[config.mk]
export PLATFORM = sky130hd
export DESIGN_NAME = key_tone_arbiter
export DESIGN_NICKNAME = d
export VERILOG_FILES = /design/src/rtl/key_tone_arbiter.sv
export SDC_FILE = /design/constraint.sdc
export NUM_CORES = 1
export LEC_CHECK = 0
export ABC_AREA = 1
export CAP_MARGIN = 20
export CORE_ASPECT_RATIO = 0.7
export CORE_UTILIZATION = 45
export CTS_BUF_LIST = sky130_fd_sc_hd__clkbuf_8
export CTS_CLUSTER_DIAMETER = 150
export DETAILED_ROUTE_END_ITERATION = 8
export GPL_ROUTABILITY_DRIVEN = 0
export GPL_TIMING_DRIVEN = 0
export PLACE_DENSITY = 0.74
export SYNTH_ARGS = -nofsm -noshare
export SYNTH_HDL_FRONTEND = slang
export SYNTH_SLANG_ARGS = --single-unit
[constraint.sdc]
create_clock -name clk -period 4.2 [get_ports clk]
set_clock_uncertainty 0.1 [all_clocks]
set_input_delay 0.42 -clock clk [delete_from_list [all_inputs] [get_ports clk]]
set_output_delay 0.42 -clock clk [all_outputs]
set_load 0.01 [all_outputs]
[src/rtl/key_tone_arbiter.sv]
// key_tone_arbiter: shares one square-wave tone generator among debounced keys.
// The lowest-index valid key wins; notes change or stop only at the end of a full period.
module key_tone_arbiter #(
    parameter int C_CLK_FRQ     = 100_000_000,
    parameter int C_NUM_KEYS    = 8,
    parameter int C_HALF_PER_W  = 20,
    parameter int C_MIN_HOLD_MS = 20
) (
    input  logic                               clk,
    input  logic                               rst,
    input  logic [C_NUM_KEYS-1:0]              keys,
    input  logic [C_NUM_KEYS*C_HALF_PER_W-1:0] half_per_tbl,
    output logic                               wave,
    output logic                               active,
    output logic [C_NUM_KEYS-1:0]              grant,
    output logic [$clog2(C_NUM_KEYS)-1:0]      key_idx,
    output logic                               note_start
);
    localparam int C_HOLD_CYC = C_CLK_FRQ / 1000 * C_MIN_HOLD_MS;
    localparam int C_HOLD_W   = (C_HOLD_CYC > 0) ? $clog2(C_HOLD_CYC + 1) : 1;
    localparam int C_IDX_W    = $clog2(C_NUM_KEYS);
    localparam int W          = C_HALF_PER_W;

    localparam logic [C_HOLD_W-1:0]   C_HOLD_MAX  = C_HOLD_W'(C_HOLD_CYC);
    localparam logic [C_HOLD_W-1:0]   C_HOLD_LAST = (C_HOLD_CYC > 0) ? C_HOLD_W'(C_HOLD_CYC - 1)
                                                                     : {C_HOLD_W{1'b0}};
    localparam logic [C_HOLD_W-1:0]   C_HOLD_ONE  = {{(C_HOLD_W-1){1'b0}}, 1'b1};
    localparam logic [W-1:0]          C_HP_ONE    = {{(W-1){1'b0}}, 1'b1};
    localparam logic [C_NUM_KEYS-1:0] C_GNT_ONE   = {{(C_NUM_KEYS-1){1'b0}}, 1'b1};

    typedef enum logic [1:0] {
        ST_IDLE = 2'd0,
        ST_HOLD = 2'd1,
        ST_PLAY = 2'd2
    } state_t;

    state_t                 state_q, state_d;
    logic [W-1:0]           hp_q, hp_d;
    logic [W-1:0]           phase_q, phase_d;
    logic [C_HOLD_W-1:0]    hold_q, hold_d;
    logic                   wave_q, wave_d;
    logic                   active_q, active_d;
    logic [C_NUM_KEYS-1:0]  grant_q, grant_d;
    logic [C_IDX_W-1:0]     key_idx_q, key_idx_d;
    logic                   note_start_q, note_start_d;

    logic [C_NUM_KEYS-1:0]  valid_s;
    logic                   any_valid_s;
    logic [C_IDX_W-1:0]     win_idx_s;
    logic [W-1:0]           win_hp_s;
    logic                   phase_end_s;
    logic                   boundary_s;
    logic                   do_grant_s;

    // Valid keys and lowest-index winner; scanning downwards leaves the lowest index last.
    always_comb begin
        valid_s     = {C_NUM_KEYS{1'b0}};
        any_valid_s = 1'b0;
        win_idx_s   = {C_IDX_W{1'b0}};
        for (int i = C_NUM_KEYS - 1; i >= 0; i--) begin
            valid_s[i]  = keys[i] && (half_per_tbl[i*W +: W] != {W{1'b0}});
            win_idx_s   = valid_s[i] ? C_IDX_W'(i) : win_idx_s;
            any_valid_s = any_valid_s | valid_s[i];
        end
        win_hp_s = half_per_tbl[int'(win_idx_s)*W +: W];
    end

    assign phase_end_s = (phase_q == (hp_q - C_HP_ONE));
    assign boundary_s  = ~wave_q & phase_end_s;

    // Next-state, tone stepping and grant decisions.
    always_comb begin
        state_d      = state_q;
        hp_d         = hp_q;
        phase_d      = phase_end_s ? {W{1'b0}} : (phase_q + C_HP_ONE);
        wave_d       = phase_end_s ? ~wave_q : wave_q;
        hold_d       = hold_q;
        active_d     = active_q;
        grant_d      = grant_q;
        key_idx_d    = key_idx_q;
        note_start_d = 1'b0;
        do_grant_s   = 1'b0;

        case (state_q)
            ST_IDLE: begin
                phase_d = {W{1'b0}};
                wave_d  = 1'b0;
                if (any_valid_s) begin
                    do_grant_s = 1'b1;
                end else begin
                    state_d = ST_IDLE;
                end
            end
            ST_HOLD: begin
                hold_d = (hold_q == C_HOLD_MAX) ? hold_q : (hold_q + C_HOLD_ONE);
                if (hold_q == C_HOLD_LAST) begin
                    state_d = ST_PLAY;
                end else begin
                    state_d = ST_HOLD;
                end
            end
            ST_PLAY: begin
                if (boundary_s && !any_valid_s) begin
                    state_d   = ST_IDLE;
                    phase_d   = {W{1'b0}};
                    wave_d    = 1'b0;
                    active_d  = 1'b0;
                    grant_d   = {C_NUM_KEYS{1'b0}};
                    key_idx_d = {C_IDX_W{1'b0}};
                end else if (boundary_s && (win_idx_s != key_idx_q)) begin
                    do_grant_s = 1'b1;
                end else begin
                    state_d = ST_PLAY;
                end
            end
            default: begin
                state_d   = ST_IDLE;
                phase_d   = {W{1'b0}};
                wave_d    = 1'b0;
                active_d  = 1'b0;
                grant_d   = {C_NUM_KEYS{1'b0}};
                key_idx_d = {C_IDX_W{1'b0}};
            end
        endcase

        // A new grant restarts the tone high with fresh counters and a latched half period.
        if (do_grant_s) begin
            state_d      = (C_HOLD_CYC == 0) ? ST_PLAY : ST_HOLD;
            hp_d         = win_hp_s;
            phase_d      = {W{1'b0}};
            hold_d       = {C_HOLD_W{1'b0}};
            wave_d       = 1'b1;
            active_d     = 1'b1;
            grant_d      = C_GNT_ONE << win_idx_s;
            key_idx_d    = win_idx_s;
            note_start_d = 1'b1;
        end else begin
            note_start_d = 1'b0;
        end
    end

    // State and output registers.
    always_ff @(posedge clk or posedge rst) begin
        if (rst) begin
            state_q      <= ST_IDLE;
            hp_q         <= {W{1'b0}};
            phase_q      <= {W{1'b0}};
            hold_q       <= {C_HOLD_W{1'b0}};
            wave_q       <= 1'b0;
            active_q     <= 1'b0;
            grant_q      <= {C_NUM_KEYS{1'b0}};
            key_idx_q    <= {C_IDX_W{1'b0}};
            note_start_q <= 1'b0;
        end else begin
            state_q      <= state_d;
            hp_q         <= hp_d;
            phase_q      <= phase_d;
            hold_q       <= hold_d;
            wave_q       <= wave_d;
            active_q     <= active_d;
            grant_q      <= grant_d;
            key_idx_q    <= key_idx_d;
            note_start_q <= note_start_d;
        end
    end

    assign wave       = wave_q;
    assign active     = active_q;
    assign grant      = grant_q;
    assign key_idx    = key_idx_q;
    assign note_start = note_start_q;

endmodule

==> impl_results.md <==
* Critical Path Start: hp_q[0]$_DFFE_PP0N_
* Crit-path slowest cell: dfrtp_1
* Routed len/inst at 16.1 microns
* Most used DFF post-synth: dfrtp_1
* Vias per inst at 5.30
* Max Clk Rate at 258 MHz
* Post-route minimum period at 3.87 ns
* CTS tree: built
* Worst vdd ir at 0.000128 V
* Critical Path RT at between 4 and 5 ns
* 1st-iter DRT viols at 771
* Cell Chain, Critical Path: inv_1 -> ha_1 -> nand2_1 -> nor3_4 -> nand2_1 -> inv_1 -> nand2_1 -> nor2_2 -> nand3_1 -> xor2_1 -> nor3_1 -> nand3_1 -> nor2_2 -> ha_1 -> nand3_1 -> nand2_1 -> inv_2 -> nand2_1 -> inv_1 -> nand2_2 -> nand2_2 -> buf_6 -> buf_2 -> nor2_1
* RSZ-0062 raised after global routing: false
* Crit-path max cell delay at 0.42 ns
* DRT Wirelength at 25.2 mm
* Hold WC Path Type: input port to asynchronous set/reset pin
* Layout cells sized above 1 at 0.0527
* R2R depth at 24
* Post-synth cell types at 41
* Ys async rst share at 1.00
* Met2 wire len at 9.86 mm
* Leakage at 4.74 nW
* Largest net degree at the start of global routing at 65
* Boundary Pins at between 150 and 200
* I/O Buffers at 183
* GRT overflow at 0
* FP Rows at 37
* Vias in the first global route at 7,728
* Crit-path most repeated cell: nand2_1
* Crit. End Element: flip-flop
* Inserted Diodes at 0
* Ranking of synthesized cells by area: dfrtp_1, nand2_1, nor2_1, nand3_1, inv_1
* GRT Util Overall at 0.325
* Core area at between 10,000 and 15,000 sq um
* Net Count, Synth at around 1,300
* Met1 wire length at 12.2 mm
* WP data arrival at around 4 ns
* Initial antenna violation count at 0
* H-tree depth at 3
* Area after DPL at between 9000 and 10,000 sq um
* Post-Syn Instances at 1,168
* Syn. warnings at 0
* Yosys top cell area share at 0.277
* Worst setup path endpoint: phase_q[16]$_DFF_PP0_
* # nets final at 1,541
* CTS clock-pin slew for the worst setup and hold paths at approximately 0.080 ns
* Starting Density at 0.467
* Max Buffers Root-to-Sink at 2
* Most frequent cells in the layout: nand2_1, nor2_1, clkdlybuf4s50_1
* Post-synth EDFFs at 0
* Max cap viols at 0
* Pwr Density at 180 nW/um^2
* TritonCTS Sinks at 77
* CP Max Fanout at 10
* Vias at approximately 8,300
* Worst skew pair latency at 0.36 ns
* First-pass GRT wire length at 39.8 mm
* Die area at approximately 16,000 sq um
* Post-Synthesis Cell Area at 6960 sq um
* Fin area at 9250 sq um
* Layout area overhead at 32.9%
* TritonCTS Buffers at 9
* First-pass DRT Iterations at 5
* Fin. Hold Viols at 0
* Least-Margin Pin Slew at 0.622 ns
* Worst slew margin at 0.585
* Synthesized flop and latch total at 77
* Setup TNS at 0 ns
* Metal3 WL at approximately 2.8 mm
* Reg2Reg Capture Point: phase_q[16]$_DFF_PP0_
* Worst R2R Start: hp_q[0]$_DFFE_PP0N_
* Setup Crit Path Kind: flip-flop to flip-flop
* Clk Tree Root Cell: clkbuf_8
* Final period util at 0.922
* Reg2reg setup slack at 0.33 ns
* Final setup violation count at 0
* Slew Viols, Final at 0
* Area leader, netlist: dfrtp_1
* Die height at 106 microns
* Uppermost routed layer: met4
* Antenna Nets Post-Route at 0
* Mapped Avg Cell Area at 5.96 sq um
* Status: complete, no violations
* Hpwl dp at just over 20 mm
* Register area share after synthesis at 0.277
* Startpoint class of the critical path: flip-flop
* # DRC at 0
* Commonest non-fill, non-tap cell in the layout: nand2_1
* Die Wd at ~150 microns
[how the worst min path moves through the flow]
stage,from,end,slack [ns],depth (start not counted)
after floorplan,hp_q[19]$_DFFE_PP0N_,hp_q[19]$_DFFE_PP0N_,0.37,2
final,rst,phase_q[10]$_DFF_PP0_,0.23,2
after global routing,rst,phase_q[17]$_DFF_PP0_,0.23,2
after global placement,hp_q[0]$_DFFE_PP0N_,hp_q[0]$_DFFE_PP0N_,0.40,2
after detailed placement,hp_q[1]$_DFFE_PP0N_,hp_q[1]$_DFFE_PP0N_,0.41,2
after CTS,rst,phase_q[11]$_DFF_PP0_,0.22,2
[metal layers]
metal,track usage,up-vias
met1,0.498,3783
met3,0.0845,22
met2,0.455,373
met5,0,-
li1,-,4093
met4,0.0564,0
[layout make-up]
class / count / area (sq um)
multi-input combinational: 912 / 4300
tap: 195 / 244
timing repair buffer: 184 / 1860
clock buffer: 10 / 138
clock inverter: 5 / 27.5
fill: 1449 / 5660
inverter: 137 / 517
buffer: 42 / 234
sequential: 77 / 1930
[cells by family after synthesis]
group,share of synthesized area
AO/OA/AOI/OAI,0.0725
XOR/XNOR,0.0579
adder cells (fa/ha/maj),0.0144
buffers and inverters,0.107
flip-flops,0.277
AND/OR/NAND/NOR,0.471
[critical path: cells and delay by family, from the launching register on]
kind / cells / cell delay (ns)
DFF: 1 / 0.42
xor gates and xnor gates: 1 / 0.18
and+or+nand+nor: 15 / 1.88
adders and majority gates: 2 / 0.43
buffers and inverters: 6 / 0.78
[stage by stage]
step                       util  hold WS, ns  std cells  worst slack (ns)  power [mW]
after floorplan               -        0.368       1168              1.10       0.921
after global placement    0.606        0.404       1546             0.369        1.16
after detailed placement  0.608        0.408       1547             0.292        1.17
after CTS                 0.619        0.222       1562             0.227        1.67
after global routing      0.621        0.233       1562            0.0319        1.75
final                     0.621        0.229       1562             0.326        1.67
[sequential cells by signal (all words and copies together), names as in the netlist]
name / flops
hold_q: 21
key_idx: 3
grant: 8
state_q: 2
note_start: 1
phase_q: 20
wave: 1
active: 1
hp_q: 20
[timing repair]
action / in CTS / in global routing
resized for setup: 0 / 5
hold buffers: 0 / 0
buffers inserted: 0 / 0
setup endpoints to repair: 0 / 77
[power by group]
group / leakage, nW / switching (mW) / total, mW / internal [mW]
clock: 0.0877 / 0.280 / 0.503 / 0.223
sequential: 1.04 / 0 / 0.741 / 0.741
combinational: 3.61 / 0.218 / 0.424 / 0.206
total: 4.74 / 0.498 / 1.67 / 1.17
[synth_stat cells, types with 3 or more instances]
master / count
nand2_1: 376
nor2_1: 201
inv_1: 133
nand3_1: 111
dfrtp_1: 77
o21ai_0: 50
xor2_1: 36
nor3_1: 23
nand4_1: 22
buf_2: 14
clkbuf_1: 14
o2111ai_1: 13
xnor2_1: 10
ha_1: 8
or2_2: 8
a21oi_1: 7
buf_4: 7
nand2_2: 5
nand3b_1: 5
nor3_2: 5
nor4_1: 5
buf_6: 4
nor3b_1: 4
a31oi_1: 3
buf_1: 3
inv_2: 3
Note: power is estimated with default switching activity, not from simulation.
